--- src/rtl/sprite_write_master.sv ---
// Avalon-MM write initiator that flushes a dirty-tracked shadow table of sprite words once per frame.
// Optional write watchdog: define SPRITE_WRITE_MASTER_TIMEOUT_EN.
module sprite_write_master #(
  parameter int NUM_SPRITES = 30,
  parameter int ADDR_W      = 5,
  parameter int DATA_W      = 32,
  parameter int TIMEOUT     = 255
) (
  input  logic              clk,
  input  logic              reset_n,
  input  logic              ld_we,
  input  logic [ADDR_W-1:0] ld_index,
  input  logic [DATA_W-1:0] ld_data,
  input  logic              frame_sync,
  input  logic              flush,
  output logic [ADDR_W-1:0] av_address,
  output logic [DATA_W-1:0] av_writedata,
  output logic              av_write,
  output logic              av_chipselect,
  input  logic              av_waitrequest,
  output logic              busy,
  output logic              sweep_done,
  output logic              err
);

  // Handshake: a transfer is presented with av_write=av_chipselect=1 and
  // address/data held constant; it completes in the first cycle in which
  // av_waitrequest=0, and the strobes drop on the following edge.

  typedef enum logic [1:0] {IDLE, SCAN, WRITE, DONE} state_t;

  localparam logic [ADDR_W-1:0] LAST_IDX  = ADDR_W'(NUM_SPRITES - 1);
  localparam logic [ADDR_W:0]   NUM_LIMIT = (ADDR_W + 1)'(NUM_SPRITES);

  state_t                  state;
  logic [DATA_W-1:0]       shadow [NUM_SPRITES];
  logic [NUM_SPRITES-1:0]  dirty;
  logic [ADDR_W-1:0]       ptr;
  logic                    pending;
  logic                    fs_q;
  logic                    fs_rise;
  logic                    reload;
  logic                    ld_ok;
  logic                    ld_hits_ptr;
  logic                    trigger;
  logic                    accept;
  logic                    abandon;

  assign ld_ok       = ld_we && ({1'b0, ld_index} < NUM_LIMIT);
  assign ld_hits_ptr = ld_ok && (ld_index == ptr);
  assign trigger     = fs_rise || flush;
  assign accept      = (state == WRITE) && !av_waitrequest;

  // Shadow table and dirty bits. A load in the same cycle as acceptance wins
  // because its assignment comes last, so the new word stays dirty.
  always_ff @(posedge clk or negedge reset_n) begin
    if (!reset_n) begin
      dirty <= '0;
      for (int i = 0; i < NUM_SPRITES; i++) begin
        shadow[i] <= '0;
      end
    end else begin
      if (accept && !reload) begin
        dirty[ptr] <= 1'b0;
      end
      if (ld_ok) begin
        shadow[ld_index] <= ld_data;
        dirty[ld_index]  <= 1'b1;
      end
    end
  end

  // Sweep sequencer. reload remembers a load to the entry in flight during
  // its earlier WRITE cycles, so that word is not lost when the old one lands.
  always_ff @(posedge clk or negedge reset_n) begin
    if (!reset_n) begin
      state         <= IDLE;
      ptr           <= '0;
      pending       <= 1'b0;
      fs_q          <= 1'b0;
      fs_rise       <= 1'b0;
      reload        <= 1'b0;
      av_address    <= '0;
      av_writedata  <= '0;
      av_write      <= 1'b0;
      av_chipselect <= 1'b0;
      busy          <= 1'b0;
      sweep_done    <= 1'b0;
    end else begin
      fs_q       <= frame_sync;
      fs_rise    <= frame_sync && !fs_q;
      sweep_done <= 1'b0;
      if (trigger && (state != IDLE)) begin
        pending <= 1'b1;
      end
      case (state)
        IDLE: begin
          if (trigger || pending) begin
            state   <= SCAN;
            ptr     <= '0;
            pending <= 1'b0;
            busy    <= 1'b1;
          end
        end
        SCAN: begin
          if (dirty[ptr]) begin
            state         <= WRITE;
            av_address    <= ptr;
            av_writedata  <= shadow[ptr];
            av_write      <= 1'b1;
            av_chipselect <= 1'b1;
            reload        <= ld_hits_ptr;
          end else if (ptr == LAST_IDX) begin
            state      <= DONE;
            sweep_done <= 1'b1;
          end else begin
            ptr <= ptr + 1'b1;
          end
        end
        WRITE: begin
          if (accept || abandon) begin
            av_write      <= 1'b0;
            av_chipselect <= 1'b0;
            if (ptr == LAST_IDX) begin
              state      <= DONE;
              sweep_done <= 1'b1;
            end else begin
              state <= SCAN;
              ptr   <= ptr + 1'b1;
            end
          end else if (ld_hits_ptr) begin
            reload <= 1'b1;
          end
        end
        DONE: begin
          ptr <= '0;
          // Chain straight into the queued sweep so busy never dips between sweeps.
          if (pending || trigger) begin
            state   <= SCAN;
            pending <= 1'b0;
          end else begin
            state <= IDLE;
            busy  <= 1'b0;
          end
        end
        default: begin
          state <= IDLE;
          busy  <= 1'b0;
        end
      endcase
    end
  end

`ifdef SPRITE_WRITE_MASTER_TIMEOUT_EN
  localparam int CNT_W = (TIMEOUT > 1) ? $clog2(TIMEOUT) : 1;

  logic [CNT_W-1:0] to_cnt;

  // The stalled cycle that would be number TIMEOUT gives up the transfer.
  assign abandon = (state == WRITE) && av_waitrequest && (to_cnt == CNT_W'(TIMEOUT - 1));

  always_ff @(posedge clk or negedge reset_n) begin
    if (!reset_n) begin
      to_cnt <= '0;
      err    <= 1'b0;
    end else begin
      if (state != WRITE) begin
        to_cnt <= '0;
      end else if (av_waitrequest) begin
        to_cnt <= to_cnt + 1'b1;
      end
      if (abandon) begin
        err <= 1'b1;
      end
    end
  end
`else
  assign abandon = 1'b0;
  // TIMEOUT only matters when the watchdog is built in.
  assign err     = 1'b0 && (TIMEOUT > 0);
`endif

endmodule

--- config.mk ---
export PLATFORM = sky130hd
export DESIGN_NAME = sprite_write_master
export DESIGN_NICKNAME = d
export VERILOG_FILES = /design/src/rtl/sprite_write_master.sv
export SDC_FILE = /design/constraint.sdc
export NUM_CORES = 2
export LEC_CHECK = 0
export ABC_AREA = 0
export BUFFER_PORTS_ARGS = -buffer_cell sky130_fd_sc_hd__buf_2
export CORE_AREA = 2 2 325 488
export CTS_BUF_LIST = sky130_fd_sc_hd__clkbuf_8
export CTS_CLUSTER_DIAMETER = 100
export DETAILED_ROUTE_END_ITERATION = 10
export DIE_AREA = 0 0 327 490
export SLEW_MARGIN = 20
export SYNTH_ARGS = -nofsm -noshare
export SYNTH_HDL_FRONTEND = slang
export SYNTH_SLANG_ARGS = --single-unit
--- constraint.sdc ---
create_clock -name clk -period 3.9 [get_ports clk]
set_input_delay 0.78 -clock clk [delete_from_list [all_inputs] [get_ports clk]]
set_output_delay 0.78 -clock clk [all_outputs]
set_load 0.02 [all_outputs]
==> results.yml <==
outcome:
  status: "finished clean"
clock_network:
  cts_root_buf: "clkbuf_8"
  cts_buffers: 154
  clockBufferDepth: 3
  htree_levels: 4
  post-cts-setup-buffers: 0
  clkSinkCount: 1041
  insertion_delay_ps: 870
  path_clk_slew_ps: 70
  cts_tree: "done"
floorplan:
  dieArea_sq_um: 160000
  die_w_um: 327
  io_pins: 85
  start_util_pct: 29.8
  rows: 178
  die_h_um: 490
  core_sq_um: 156000
synth:
  ys_ff_latch: 1041
  yosysSeqAreaShare_pct: 56.0
  avgSynthCellArea_sq_um: 15.2
  synth_area_leaders: "dfrtp_1 (56%), mux2_2 (23%), mux4_2 (11%), clkbuf_1 (1.7%), mux2i_1 (1.2%)"
  synthArstFlopShare_pct: 100
  synth_top_area_share_pct: 56.0
  synth_edf_count: 0
  synth_cell_types: 52
  syn-cell-area_sq_um: 46500
  syn_nets: 3108
  ys.flop_type: "dfrtp_1"
  ys_warn_count: 0
  yosysTopAreaCell: "dfrtp_1"
  netlist_instances: 3057
setup_path:
  rrSetupSlack_ps: 980
  critPathLaunch: "ptr[1]$_DFFE_PN0P_"
  reg2reg_from: "ptr[1]$_DFFE_PN0P_"
  required_ps: 4620
  critical-path-slowest-cell: "dfrtp_4"
  r2r-end: "state[0]$_DFFE_PN0P_"
  worst_setup_path_start_kind: "flop"
  worst-setup-path-type: "reg2reg"
  cp.arrival_ps: 3640
  crit_path_end_kind: "flop"
  cp.depth: 6
  cp-endpoint: "state[0]$_DFFE_PN0P_"
  path_cells: "mux4_2 > or2_0 > a32o_1 > or4_1 > o21ai_0 > a22oi_1"
  cpPeakStageDelay_ps: 690
  r2r_cells: 6
  crit_path_max_fanout: 24
  cp_num_buf_inv: 0
  cpLargestDelayFamily: "simple AND/OR/NAND/NOR gates"
detailed_routing:
  num_vias: 26790
  via_per_inst: 5.07
  drt_first_pass_iters: 6
  wl_per_cell_um: 23.7
  drc_errors: 0
  ant_nets: 0
  routed_wirelength_um: 125000
  drt_iter0_drc: 1507
sta:
  max_freq_ghz: 0.342
  setup-tns-final_ps: 0
  worst_pin_slew_ps: 1080
  slew-limit-headroom_pct: 28.0
  fin_skew_ps: 34.4
  setup-violations-final: 0
  hold_viol: 0
  period_share_pct: 74.9
  period_needed_ps: 2920
  maxSlewViolCount: 0
  rsz0062_at_grt: "false"
power_and_ir_drop:
  comb_power_share_pct: 26.8
  power.leakage_uw: 0.0231
  vdd_drop_max_mv: 0.331
  p_int_uw: 22000
  sw_frac_of_total_pct: 30.0
  p_per_area_nw_per_um2: 596
  p_seq_share_pct: 45.1
  p_sw_uw: 9420
  p_clk_share_pct: 28.1
grt:
  grt_max_degree: 118
  overflow: 0
  antenna_found_initial: 13
  grt_pass1_wl_um: 191000
  gr-usage-all-layers_pct: 15.8
  grt_pass1_vias: 28826
placement:
  io_buffers: 83
  dpl.hpwl_um: 74400
  place_area_sq_um: 49600
  gp_congestion: 0.748
final_layout:
  final_util_pct: 33.7
  synthToLayoutAreaGrowth_pct: 13.2
  nNetsFinal: 3148
  fin_area_sq_um: 52700
  layout-drive-gt1-share_pct: 50.9
min_path:
  whs_path_depth: 3
  hp-class: "in2reg"
run:
  max_cap_violations: 0
## placed cells by master, fill, tap and decap left out, drive strengths merged, types with 38 or more instances in the layout
cell type,n
mux2i,57
buf,183
clkbuf,192
dfrtp,1041
mux2,967
mux4,226
a22oi,76
nand2,90
nor2,43
o21ai,70
a21oi,38
inv,66
## cells by family (layout without fill, tap and decap cells)
family          after synthesis  in the layout  synth area share (%)
mux                        1250           1250                  35.6
flops                      1041           1041                  56.0
buf+inv                     310            462                  2.63
compound gates              231            231                  3.35
simple gates                212            212                  2.21
fa+ha+maj                     8              8                 0.215
xor+xnor                      4              4                0.0753
other cells                   1              2               0.00806
## state kept, by name, summed over array words and instances, names as in the netlist
signal and count:
av_address 5, av_chipselect 1, av_writedata 32, busy 1, dirty 30, fs_q 1
fs_rise 1, pending 1, ptr 5, reload 1, shadow 960, state 2
sweep_done 1
## per-stage QoR
stage | hold slack [ps] | cells | power, uW | setup slack [ps]
detailed placement | 393 | 5009 | 22900 | 582
floorplan | 378 | 3057 | 20200 | 1270
global placement | 391 | 5009 | 22700 | 654
global route | 244 | 5280 | 33200 | 823
CTS | 179 | 5279 | 31900 | 962
finish | 274 | 5280 | 31400 | 980
## power by group through the flow
stage	Sequential, uW	Clock, uW	Combinational (uW)
floorplan	14000	0	6190
global placement	14300	0	8420
detailed placement	14400	0	8530
CTS	14200	9140	8550
global route	14400	9600	9110
finish	14200	8830	8400
## cells in the mapped netlist, types with 2 or more instances
cell and n:
a211oi_1 2, a21o_1 3, a21oi_1 38, a221oi_1 2
a22o_1 4, a22oi_1 76, a31oi_1 3, a32o_1 2
and2_1 12, and3_1 2, and3b_1 4, and4_1 11
buf_1 58, buf_2 35, buf_4 2, clkbuf_1 205
dfrtp_1 1041, ha_1 8, inv_1 9, mux2_2 967
mux2i_1 57, mux4_2 226, nand2_1 90, nand2b_1 16
nand3_1 9, nand3b_1 3, nand4_1 2, nor2_1 43
nor2b_1 2, nor3_1 5, nor3b_1 5, o2111a_1 18
o2111ai_1 3, o21ai_0 70, o221ai_1 2, or2_2 2
or3_1 2, xnor2_1 4
## worst min path at each step
stage | to | slack (ps) | start
after floorplan | fs_rise$_DFF_PN0_ | 380 | fs_q$_DFF_PN0_
after global placement | fs_rise$_DFF_PN0_ | 390 | fs_q$_DFF_PN0_
after detailed placement | fs_rise$_DFF_PN0_ | 390 | fs_q$_DFF_PN0_
after CTS | av_chipselect$_DFFE_PN0P_ | 180 | av_waitrequest
after global routing | av_chipselect$_DFFE_PN0P_ | 240 | av_waitrequest
final | av_chipselect$_DFFE_PN0P_ | 270 | av_waitrequest
## metal layers
layer	up-vias	track usage [%]	wire length [um]
li1	11373	-	-
met1	14537	19.6	51300
met2	590	26.4	62400
met3	268	3.84	6590
met4	22	6.45	4800
met5	-	0	120
## repair_timing
item,4_1_cts,5_1_grt
endpoints found under the hold margin,45,0
gates resized for setup,0,0
hold buffers,2,0
## tightest hold or removal path, delay by kind of cell
family                 cells  cell delay, ps
buffers and inverters      1             110
and+or+nand+nor            1             110
AOI/OAI and AO/OA          1             110
## cell type report
type	instances	area, sq um
fill	15068	103000
sequential	1041	26100
multi-input combinational	1706	19400
clock buffer	192	2640
tap	2070	2590
timing repair buffer	185	1580
clock inverter	76	385
inverter	9	33.8
antenna	1	2.50
No activity file was read; power rests on OpenSTA's default activity.
